[src/rtl/mss_pkg.sv]
// Shared types and helpers for the MSS sine voice scheduler.
package mss_pkg;

    typedef enum logic [1:0] {
        IDLE,
        ISSUE,
        DRAIN,
        OUT
    } sched_state_t;

    localparam int COUNT_SIZE_DEF = 8;
    localparam int ROM_LAST       = 2**COUNT_SIZE_DEF - 1;

    // log2 of a power-of-two voice count; doubles as the mix scale shift
    function automatic int mix_shift(input int n);
        int s;
        s = 0;
        for (int i = 0; i < 8; i++) begin
            if ((1 << s) < n) s++;
        end
        return s;
    endfunction

endpackage

[src/rtl/voice_phase_acc.sv]
// Per-voice phase accumulator with sine ROM address extraction.
module voice_phase_acc
    import mss_pkg::*;
#(
    parameter int COUNT_SIZE = COUNT_SIZE_DEF,
    parameter int PHASE_W    = 20
) (
    input  logic                  clk_i,
    input  logic                  rst_ni,
    input  logic                  upd_i,
    input  logic                  en_i,
    input  logic [PHASE_W-1:0]    step_i,
    output logic [COUNT_SIZE-1:0] addr_o
);

    logic [PHASE_W-1:0]    phase_q;
    logic [PHASE_W-1:0]    phase_d;
    logic [COUNT_SIZE-1:0] top_w;

    always_comb begin
        phase_d = phase_q;
        if (upd_i) begin
            phase_d = en_i ? phase_q + step_i : '0;
        end
    end

    always_ff @(posedge clk_i or negedge rst_ni) begin
        if (!rst_ni) begin
            phase_q <= '0;
        end else begin
            phase_q <= phase_d;
        end
    end

    // The ROM lacks its all-ones entry, so that address folds onto 0
    assign top_w  = phase_q[PHASE_W-1 -: COUNT_SIZE];
    assign addr_o = (&top_w) ? '0 : top_w;

endmodule

[src/rtl/sin_voice_sched.sv]
// Time-multiplexes one registered sine ROM across several tone voices
// and mixes their samples into one scaled output sample per tick.
module sin_voice_sched
    import mss_pkg::*;
#(
    parameter int COUNT_SIZE = $clog2(ROM_LAST + 1),
    parameter int NUM_VOICES = 4,
    parameter int PHASE_W    = 20
) (
    input  logic                               CLK,
    input  logic                               RESETn,
    input  logic                               sample_tick,
    input  logic [NUM_VOICES-1:0]              voice_en,
    input  logic [NUM_VOICES-1:0][PHASE_W-1:0] freq_step,
    output logic [COUNT_SIZE-1:0]              rom_addr,
    input  logic [15:0]                        rom_q,
    output logic [15:0]                        sample_out,
    output logic                               sample_valid,
    output logic                               busy,
    output logic                               overrun
);

    localparam int SH = mix_shift(NUM_VOICES);
    localparam int SW = (NUM_VOICES > 1) ? SH : 1;
    localparam int AW = 16 + SH;

    sched_state_t          state_q;
    logic [SW-1:0]         slot_q;
    logic [SW-1:0]         slot_nxt;
    logic [AW-1:0]         acc_q;
    logic [AW-1:0]         add_w;
    logic [AW-1:0]         sum_w;
    logic                  den_q;
    logic [NUM_VOICES-1:0] upd_w;
    logic [COUNT_SIZE-1:0] addr_w [NUM_VOICES];

    for (genvar k = 0; k < NUM_VOICES; k++) begin : g_voice
        assign upd_w[k] = (state_q == ISSUE) && (32'(slot_q) == k);

        voice_phase_acc #(
            .COUNT_SIZE(COUNT_SIZE),
            .PHASE_W   (PHASE_W)
        ) u_acc (
            .clk_i (CLK),
            .rst_ni(RESETn),
            .upd_i (upd_w[k]),
            .en_i  (voice_en[k]),
            .step_i(freq_step[k]),
            .addr_o(addr_w[k])
        );
    end

    assign slot_nxt = slot_q + SW'(1);
    // den_q tracks the enable of the voice whose ROM data is arriving now
    assign add_w    = den_q ? AW'($signed(rom_q)) : '0;
    assign sum_w    = acc_q + add_w;

    always_ff @(posedge CLK or negedge RESETn) begin
        if (!RESETn) begin
            state_q      <= IDLE;
            slot_q       <= '0;
            acc_q        <= '0;
            den_q        <= 1'b0;
            rom_addr     <= '0;
            sample_out   <= '0;
            sample_valid <= 1'b0;
            busy         <= 1'b0;
            overrun      <= 1'b0;
        end else begin
            sample_valid <= 1'b0;
            if (sample_tick && state_q != IDLE) begin
                overrun <= 1'b1;
            end
            unique case (state_q)
                IDLE: begin
                    if (sample_tick) begin
                        acc_q    <= '0;
                        slot_q   <= '0;
                        rom_addr <= addr_w[0];
                        busy     <= 1'b1;
                        state_q  <= ISSUE;
                    end
                end
                ISSUE: begin
                    den_q <= voice_en[slot_q];
                    if (slot_q != '0) begin
                        acc_q <= sum_w;
                    end
                    if (32'(slot_q) == NUM_VOICES - 1) begin
                        state_q <= DRAIN;
                    end else begin
                        slot_q   <= slot_nxt;
                        rom_addr <= addr_w[slot_nxt];
                    end
                end
                DRAIN: begin
                    acc_q        <= sum_w;
                    sample_out   <= sum_w[SH +: 16];
                    sample_valid <= 1'b1;
                    state_q      <= OUT;
                end
                OUT: begin
                    busy    <= 1'b0;
                    state_q <= IDLE;
                end
                default: state_q <= IDLE;
            endcase
        end
    end

endmodule

[config.mk]
export PLATFORM = sky130hd
export DESIGN_NAME = sin_voice_sched
export DESIGN_NICKNAME = d
export VERILOG_FILES = /design/src/rtl/mss_pkg.sv /design/src/rtl/voice_phase_acc.sv /design/src/rtl/sin_voice_sched.sv
export SDC_FILE = /design/constraint.sdc
export NUM_CORES = 1
export LEC_CHECK = 0
export BUFFER_PORTS_ARGS = -buffer_cell sky130_fd_sc_hd__buf_2
export CORE_MARGIN = 2
export CORE_UTILIZATION = 54
export DETAILED_ROUTE_END_ITERATION = 8
export PLACE_DENSITY = 0.83
export SYNTH_ARGS = -nofsm -noshare
export SYNTH_HDL_FRONTEND = slang
export SYNTH_SLANG_ARGS = --single-unit
[constraint.sdc]
create_clock -name CLK -period 2.5 [get_ports CLK]
set_input_delay 0.25 -clock CLK [delete_from_list [all_inputs] [get_ports CLK]]
set_output_delay 0.25 -clock CLK [all_outputs]
set_load 0.01 [all_outputs]
# Word level (Yosys, flattened, before mapping)
# Cells that the tools add are included.
# totals
latchBits	0
ram_bits	0
inputBits	103
rom_bits	0
mem_count	0
word_cells	81
output_inout_bits	27
register_bits	130
# classes
multipliers	0
div	0
n_reduce_logical	20
magnitude_cmp	2
mux	29
n_addsub	6
bitwise	1
n_shift	0
n_eq_ne	10
# ops
op	count
adder 20 bit	4
two-way mux 20 bit	4
two-way mux 8 bit	8
two-way mux 18 bit	3
case mux 18 bit (3 select lines)	1
AND reduction 8 bit	4
adder 18 bit	1
binary-select mux 8 bit (select 2 bit)	1
case mux 8 bit (2 select lines)	1
equality test 2 bit, second input constant	4
two-way mux 2 bit	4
case mux 2 bit (4 select lines)	1
nonzero test 2 bit	4
AND reduction 3 bit	2
logical AND 1 bit	5
equality test 2 x 1 -> 1 bit, second input constant	2
zero test 2 bit	2
inequality test 2 x 1 -> 1 bit, second input constant	2
inequality test 2 bit, second input constant	2
case mux 2 bit (2 select lines)	1
AND reduction 2 bit	2
>= comparator 3 bit, second input constant	1
< comparator 2 x 3 -> 1 bit, second input constant	1
two-way mux 1 bit	3
other kinds (5)	5

# Depth between registers and ports, before layout
# depth
depth_word	7
mapped_depth	12
ltp_nobuf	12

# By module
# Synthesis repeated with hierarchy kept, for this count alone.
# hier_totals
cells_unflattened	1172
hier_area_um2	10403.7
# modules_own_cells
mod	n_inst	seq_area_each_um2	area_each_um2	cells_per_inst
voice_phase_acc at g_voice[2].u_acc ...	2	500.5	1786.7	208
voice_phase_acc at g_voice[0].u_acc ...	2	500.5	1771.7	208
sin_voice_sched	1	1251.2	3286.9	340

# Worst setup path before layout
# No wires, ideal clock.
# synth_path
path_kind	flip-flop to flip-flop
start	register den_q
end	register sample_out[11]
stages_incl_launch_ff	11
t_required_ps	2375
setup_time_ps	125
setup_slack_ps	-109
n_path_buf	1
t_arrival_ps	2485
path_cell_list	dfrtp_1 clkbuf_1 and2_1 ha_1 a21o_1 a21oi_1 nor2b_1 o31ai_1 or3b_1 xor2_1 mux2_2
# synth_between
elab_chain_cells	2
# synth_rtl
item	line_no	text
start: declaration	sin_voice_sched.sv:33	logic den_q;
start signal: assignment	sin_voice_sched.sv:85	den_q <= voice_en[slot_q];
two-way mux 18 bit	sin_voice_sched.sv:55	assign add_w = den_q ? AW'($signed(rom_q)) : '0;
adder 18 bit	sin_voice_sched.sv:56	assign sum_w = acc_q + add_w;
end signal: assignment	sin_voice_sched.sv:98	sample_out <= sum_w[SH +: 16];
end: declaration	sin_voice_sched.sv:17	output logic [15:0] sample_out,
# No other way between the ends.
# A chain may end at the register's enable or synchronous reset.

# Worst setup path after layout
# Same ends and word-level chain as after synthesis.

==> metrics.txt <==
cell taking the most area after synthesis dfrtp_1; LEAKAGE 6.07 nW; Post-synth EDFFs 0; clock sinks 130; largest net degree at the start of global routing 59; max-slew violations 0; minimum clock period 2.66 ns; Max Cap Viol 0; via count 9,443; Crit-path slowest cell dfrtp_2; H-tree Lvls 4; Seq/Total Area, Yosys about a third; slew at the pin closest to its max-slew limit 1.06 ns; CTS Root Cell clkbuf_16; Primary FF master, synth dfrtp_1; CTS tree built; Placement Setup Slack -0.116 ns; number of routed nets with antenna violations 0; crit path kind flip-flop to flip-flop; syn_nets 1,327; GRT Overall Usage 26.8%; WL/cell 17.4 um; Final Instance Area 0.0126 mm2; Worst EP required 2.80 ns; final setup violating endpoints 9; outcome finished with violations; antenna violations before repair 2; Tightest Hold Check Type input pin to flip-flop; failing checks negative setup slack; endpoints failing hold 0; Via density 6.00; nets 1,541; DRT iter0 DRCs 697; placed instance area around 0.011 mm2; flop2flop setup slack -0.16 ns; Cell Pwr Density 1280 mW/mm2; worst path arrival time 2.96 ns; Top Family by Delay on Critical Path simple AND/OR/NAND/NOR gates; Setup crit end kind flip-flop; DRC violations left 0; maximum vdd drop approximately 620 uV; commonest non-fill, non-tap cell in the layout nand2_1; clock latency at the later pin of the worst-skew pair 0.42 ns; layout cells sized above 1 28.2%; YS warnings 0; fin crit share 106%; Die Ht about 140 um; final setup margin -0.158 ns; PortBufs 129; GP Congestion between 0.9 and 1; Core Region 0.0180 mm2; Initial DRT Pass Iterations 5; slowest cell delay on critical path 0.45 ns; Initial Utilization a little under three fifths; relative slew slack 28.8%; Max Buffers Root-to-Sink 2; CP max FO 5; total global routing overflow 0; Area growth syn-to-layout 27.0%; vias in the first global route 9,127; die area 0.0194 mm2; die width 139 um; Post-Syn Area per Cell between 8 and 9 um2; RSZ-0062 raised after global routing true; post-synth top area share 32.9%; asr flop ratio synth 100%; Routed WL 27,400 um; most frequent cells in the layout nand2_1, dfrtp_1, buf_2; first-pass GRT wire length ~43,000 um; TritonCTS buffer count 17; Worst setup SP type flip-flop; #FFs+latches synth 130; post-synthesis instance total 1,118; Worst Path Buf+Inv 1; HPWL after detailed placement 19,100 um; IO Count 130; clk slew on worst S/H paths 0.06 ns; cell chain of the critical path buf_6, and2_4, ha_4, a21o_1, a21oi_2, nor2b_2, o31ai_4, or3b_4, xor2_2, mux2_4; Yosys cell types 80; FP Rows 49; worst-case clock skew around 0.011 ns; largest cells by area after synthesis dfrtp_1, ha_1, nand2_1, o21ai_0, a21oi_1; mapped cell area 0.00989 mm2; f_max 376 MHz
[synthesized netlist by cell type, types with 18 or more instances]
| cell type | instances |
|---|---|
| xnor2_1 | 40 |
| nor2b_1 | 19 |
| o21bai_1 | 18 |
| clkbuf_1 | 24 |
| nand2_1 | 136 |
| and2_1 | 24 |
| nand3_1 | 22 |
| ha_1 | 101 |
| a21oi_1 | 81 |
| dfrtp_1 | 130 |
| o21ai_0 | 100 |
| a21o_1 | 41 |
| xor2_1 | 31 |
| nor2_1 | 70 |
| inv_1 | 38 |
[where the power goes]
| group | internal (mW) | total (mW) | switching, mW |
|---|---|---|---|
| Clock | 1.66 | 2.58 | 0.921 |
| Sequential | 3.03 | 3.75 | 0.725 |
| Combinational | 4.42 | 9.78 | 5.37 |
[final timing paths]
path	start	to	cells past startpoint
max	den_q	sample_out[11]	10
min	sample_tick	overrun	2
max reg2reg	den_q	sample_out[11]	10
min reg2reg	g_voice[1].u_acc.phase_q[10]	g_voice[1].u_acc.phase_q[10]	2
max in group asynchronous	RESETn	g_voice[1].u_acc.phase_q[7]	3
min in group asynchronous	RESETn	g_voice[0].u_acc.phase_q[6]	2
[repair_timing]
item                                   CTS  global route
endpoints found under the hold margin   56             0
setup endpoints to repair               20            48
hold buffers                             1             0
buffers inserted                         1            11
gates cloned                             0             1
pin swaps                                9            50
gates resized for setup                 23            91
[metal layers]
| layer | track usage (%) | vias up | wire length (um) |
|---|---|---|---|
| met5 | 0 | - | 13 |
| met4 | 9.20 | 2 | 548 |
| met3 | 6.78 | 52 | 1700 |
| met2 | 44.0 | 349 | 13500 |
| met1 | 34.7 | 4519 | 11700 |
| li1 | - | 4521 | - |
[cell type report]
cell class | instances | area (um2)
Clock inverter | 5 | 100
Fill cell | 1293 | 5400
Multi-Input combinational cell | 923 | 6910
Timing Repair Buffer | 222 | 1380
Sequential cell | 130 | 3260
Tap cell | 229 | 287
Antenna cell | 1 | 2.50
Inverter | 38 | 143
Clock buffer | 25 | 495
[flip-flops by register name, summed over array words and instances, names as in the netlist]
| signal | flops |
|---|---|
| g_voice.u_acc.phase_q | 80 |
| acc_q | 18 |
| sample_out | 16 |
| rom_addr | 8 |
| slot_q | 2 |
| state_q | 2 |
| busy | 1 |
| den_q | 1 |
| overrun | 1 |
| sample_valid | 1 |
[logic make-up after synthesis]
group           after synthesis  synth area share, %
simple gates                344                 16.7
fa+ha+maj                   106                 13.8
compound gates              377                 25.0
buf+inv                      65                 2.54
xor+xnor                     71                 6.29
flops                       130                 32.9
mux                          25                 2.83
[worst reg2reg max path, delay by kind of cell (launching register included)]
family,cells,cell delay (ns)
adders and majority gates,1,0.22
DFF,1,0.45
muxes,1,0.26
xor gates and xnor gates,1,0.16
and+or+nand+nor,3,0.67
buffers and inverters,1,0.15
AOI/OAI and AO/OA,3,0.63
[metrics by stage]
| stage | power, mW | std cells | hold WS [ns] | utilization [%] | TNS (ns) |
|---|---|---|---|---|---|
| floorplan | 9.88 | 1118 | -0.0456 | - | 0 |
| global placement | 12.1 | 1528 | 0.260 | 63.2 | -0.126 |
| detailed placement | 12.5 | 1528 | 0.259 | 63.2 | -0.900 |
| CTS | 15.3 | 1560 | 0.123 | 67.1 | -0.0117 |
| global route | 17.3 | 1572 | 0.129 | 69.9 | -1.45 |
| finish | 16.1 | 1573 | 0.141 | 69.9 | -0.571 |
Note: power is estimated with default switching activity, not from simulation.
